## config.mk

```make
export PLATFORM = sky130hd
export DESIGN_NAME = async_fifo_write_logic
export DESIGN_NICKNAME = d
export VERILOG_FILES = /design/src/rtl/async_fifo_write_logic.sv
export SDC_FILE = /design/constraint.sdc
export NUM_CORES = 1
export LEC_CHECK = 0
export BUFFER_PORTS_ARGS = -buffer_cell sky130_fd_sc_hd__buf_4
export CORE_AREA = 5 5 42 44
export CTS_BUF_LIST = sky130_fd_sc_hd__clkbuf_16
export DETAILED_ROUTE_END_ITERATION = 6
export DIE_AREA = 0 0 47 49
export GPL_ROUTABILITY_DRIVEN = 0
export PLACE_DENSITY = 0.42
export SYNTH_ARGS = -nofsm -noshare
export SYNTH_HDL_FRONTEND = slang
export SYNTH_SLANG_ARGS = --single-unit
```

## constraint.sdc

```tcl
create_clock -name clk -period 1.82 [get_ports clk]
set_input_delay 0.364 -clock clk [delete_from_list [all_inputs] [get_ports clk]]
set_output_delay 0.364 -clock clk [all_outputs]
set_load 0.03 [all_outputs]
```

## src/rtl/async_fifo_write_logic.sv

```systemverilog
// rtl/async_fifo_write_logic.sv - write-side pointer and full-flag logic for a dual-clock FIFO
module async_fifo_write_logic #(
    parameter int PTR_SZ = 2
) (
    input  logic              clk,
    input  logic              rst,
    input  logic              winc,
    input  logic [PTR_SZ:0]   rq2_raddr,
    output logic              wfull,
    output logic              write_en,
    output logic [PTR_SZ-1:0] waddr,
    output logic [PTR_SZ:0]   waddr_gray
);

    // In Gray code a pointer exactly one lap ahead differs only in its top two bits.
    localparam logic [PTR_SZ:0] WRAP_MASK = {2'b11, {(PTR_SZ-1){1'b0}}};

    logic [PTR_SZ:0] wbin;
    logic [PTR_SZ:0] wbin_next;
    logic [PTR_SZ:0] wgray_next;
    logic [PTR_SZ:0] full_ptr;

    assign write_en   = winc & ~wfull;
    assign wbin_next  = wbin + {{PTR_SZ{1'b0}}, write_en};
    assign wgray_next = wbin_next ^ (wbin_next >> 1);
    assign full_ptr   = rq2_raddr ^ WRAP_MASK;
    assign waddr      = wbin[PTR_SZ-1:0];

    always_ff @(posedge clk or posedge rst) begin
        if (rst) begin
            wbin       <= '0;
            waddr_gray <= '0;
            wfull      <= 1'b0;
        end else begin
            wbin       <= wbin_next;
            waddr_gray <= wgray_next;
            wfull      <= (wgray_next == full_ptr);
        end
    end

endmodule

```

==> results.py <==
metrics = {
    "die": {
        "dieArea_um2": 2300,
        "num_rows": 14,
        "io-pin-count": 13,
        "start_util_pct": 20.7,
        "die_x_um": 47,
        "core_area_um2": 1400,
        "dieHeight_um": 49,
    },
    "sta": {
        "fmax_mhz": 672,
        "fin_crit_ns": 1.49,
        "holdWs_ns": 0.0518,
        "setup_viol": 0,
        "finalMaxSlewViolations": 0,
        "rsz0062_at_grt": "no",
        "worst_clock_skew_ns": 0.000692,
        "final_hold_viol_count": 0,
        "slew_headroom_pct": 83.3,
        "worstMarginPinSlew_ns": 0.249,
        "finalSetupTns_ns": 0,
        "finalCritPeriodShare_pct": 81.8,
    },
    "synthesis": {
        "ys_ff_latch": 6,
        "syn_inst": 24,
        "yosys_warnings": 0,
        "netlist_area_um2": 290,
        "synth_cell_types": 13,
        "ys_seq_area_share_pct": 51.7,
        "synth_fp_nets": 32,
        "postSynthAreaPerCell_um2": 12.1,
    },
    "drt": {
        "first_iter_violations": 0,
        "routedWlPerCell_um": 8.87,
        "postRouteAntennaNets": 0,
        "via_count": 206,
        "wl_um": 488,
        "wl_met3_um": 31,
        "wl_met1_um": 180,
        "wl_met2_um": 256,
        "drcViolationCount": 0,
        "top_layer": "met4",
        "drtPass1Iterations": 1,
        "via_per_inst": 3.75,
    },
    "setup_path": {
        "crit_family": "adder cells",
        "cp_slowest_cell": "dfrtp_1",
        "cp.required_ns": 1.97,
        "crit_path_end_kind": "register",
        "crit_type": "reg2reg",
        "cp.arrival_ns": 1.63,
        "crit_top_cell": "ha_1",
        "rr_startpoint": "wfull$_DFF_PP0_",
        "slowest_delay_ns": 0.35,
        "startpoint": "wfull$_DFF_PP0_",
        "crit_chain": "nor2b_2 -> ha_1 -> ha_1 -> xnor2_2 -> inv_2 -> mux2i_1 -> o2bb2ai_1",
        "worst-r2r-setup-slack_ns": 0.33,
        "worst-path-max-fanout": 3,
        "cp_num_buf_inv": 1,
        "start_kind": "register",
    },
    "power": {
        "vdd_drop_max_uv": 531,
        "p_leak_nw": 0.240,
        "powerDensity_nw_per_um2": 2260,
    },
    "final_layout": {
        "drive_gt1_share_pct": 48.7,
        "stdcell_count": 55,
        "final_core_util_pct": 34.1,
        "num-fill-cells": 152,
        "syn2layout_area_growth_pct": 64.7,
        "finalNetCount": 49,
        "n_antenna_cell": 0,
    },
    "grt": {
        "grt_usage_pct": 5.18,
        "antenna_found_initial": 0,
        "grt_overflow": 0,
        "grt_first_pass_wirelength_um": 828,
        "grt_max_degree": 7,
        "grt_pass1_vias": 224,
    },
    "cts": {
        "clk_pin_slew_ns": 0.03,
        "htreeDepth": 1,
        "cts_setup_buffers": 0,
        "cts_tree": "built",
        "insertion_delay_ns": 0.22,
        "postCtsHoldBufs": 0,
        "cts_sinks": 6,
        "numCtsBuffers": 3,
        "cts_buffer_depth": 2,
        "cts_root_buffer": "clkbuf_16",
        "post_cts_resized": 0,
    },
    "placement": {
        "dp_hpwl_um": 431,
        "dp_cells": 52,
        "io_buffers": 12,
    },
    "worst_hold_path": {
        "hold_class": "in2async",
    },
    "job": {
        "cap_violations": 0,
    },
    "status": {
        "status": "finished, final reports clean",
    },
}
[synth_stat cells]
cell type | count | area [µm²]
nor2b_1 | 3 | 18.8
nand2_1 | 2 | 7.51
o2bb2ai_1 | 1 | 8.76
inv_1 | 1 | 3.75
nor2_1 | 1 | 3.75
or2_2 | 1 | 6.26
inv_2 | 1 | 3.75
xor2_1 | 2 | 17.5
mux2i_1 | 2 | 20.0
dfrtp_1 | 6 | 150
ha_1 | 2 | 25.0
xnor2_1 | 1 | 8.76
xnor2_2 | 1 | 16.3
[flip-flops by register name, summed over array words and instances, names as in the netlist]
register and count:
waddr_gray 3, wbin 2, wfull 1
[cell type report]
type | instances | area [µm²] | share of cell area, %
Multi-Input combinational cell | 16 | 135 | 28.3
Timing Repair Buffer | 12 | 90.1 | 18.8
Tap cell | 16 | 20.0 | 4.19
Clock buffer | 3 | 75.1 | 15.7
Sequential cell | 6 | 150 | 31.4
Inverter | 2 | 7.51 | 1.57
[placed cells by master (no fill, tap or decap), types with 2 or more instances in the layout]
cell type and count:
buf_4 12, clkbuf_16 3, dfrtp_1 6, ha_1 2, mux2i_1 2, nand2_1 2
nor2b_1 2, xor2_1 2
[per-stage QoR]
step / setup slack (ns) / area [µm²] / total power, mW
finish: 0.331 / 478 / 1.08
global route: 0.178 / 478 / 1.16
CTS: 0.306 / 478 / 1.10
detailed placement: 0.0995 / 403 / 0.745
global placement: 0.0940 / 403 / 0.744
floorplan: 0.0355 / 293 / 0.594
[layer usage]
metal / vias to the layer above / GRT usage (%)
met3: 2 / 2.58
met1: 90 / 5.39
met5: - / 0
li1: 107 / -
met2: 7 / 7.47
met4: 0 / 4.15
[worst paths after layout]
path                                           end  depth (start not counted)
setup / recovery                   wfull$_DFF_PP0_                          7
hold / removal             waddr_gray[2]$_DFF_PP0_                          2
setup reg to reg                   wfull$_DFF_PP0_                          7
hold reg to reg                  wbin[0]$_DFF_PP0_                          1
max in group asynchronous  waddr_gray[0]$_DFF_PP0_                          2
min in group clk                   wfull$_DFF_PP0_                          4
[logic make-up (layout without fill, tap and decap cells)]
kind of cell,count (synthesis),in the layout,share of synthesized area (%)
simple gates,7,7,12.5
buf+inv,2,17,2.58
compound gates,1,1,3.02
mux,2,2,6.90
xor+xnor,4,4,14.7
flops,6,6,51.7
fa+ha+maj,2,2,8.62
[worst reg2reg max path: cells and delay by family, from the launching register on]
kind                       cells  cell delay [ns]
AOI/OAI and AO/OA              1             0.13
xor gates and xnor gates       1             0.26
adders and majority gates      2             0.40
buffers and inverters          1             0.07
DFF                            1             0.35
muxes                          1             0.16
and+or+nand+nor                1             0.05
[report_power, final]
| group | internal [mW] | switching, mW | total (mW) |
|---|---|---|---|
| Combinational | 0.211 | 0.288 | 0.499 |
| Clock | 0.281 | 0.0659 | 0.347 |
| Sequential | 0.204 | 0.0321 | 0.236 |
No activity file was read; power rests on OpenSTA's default activity.
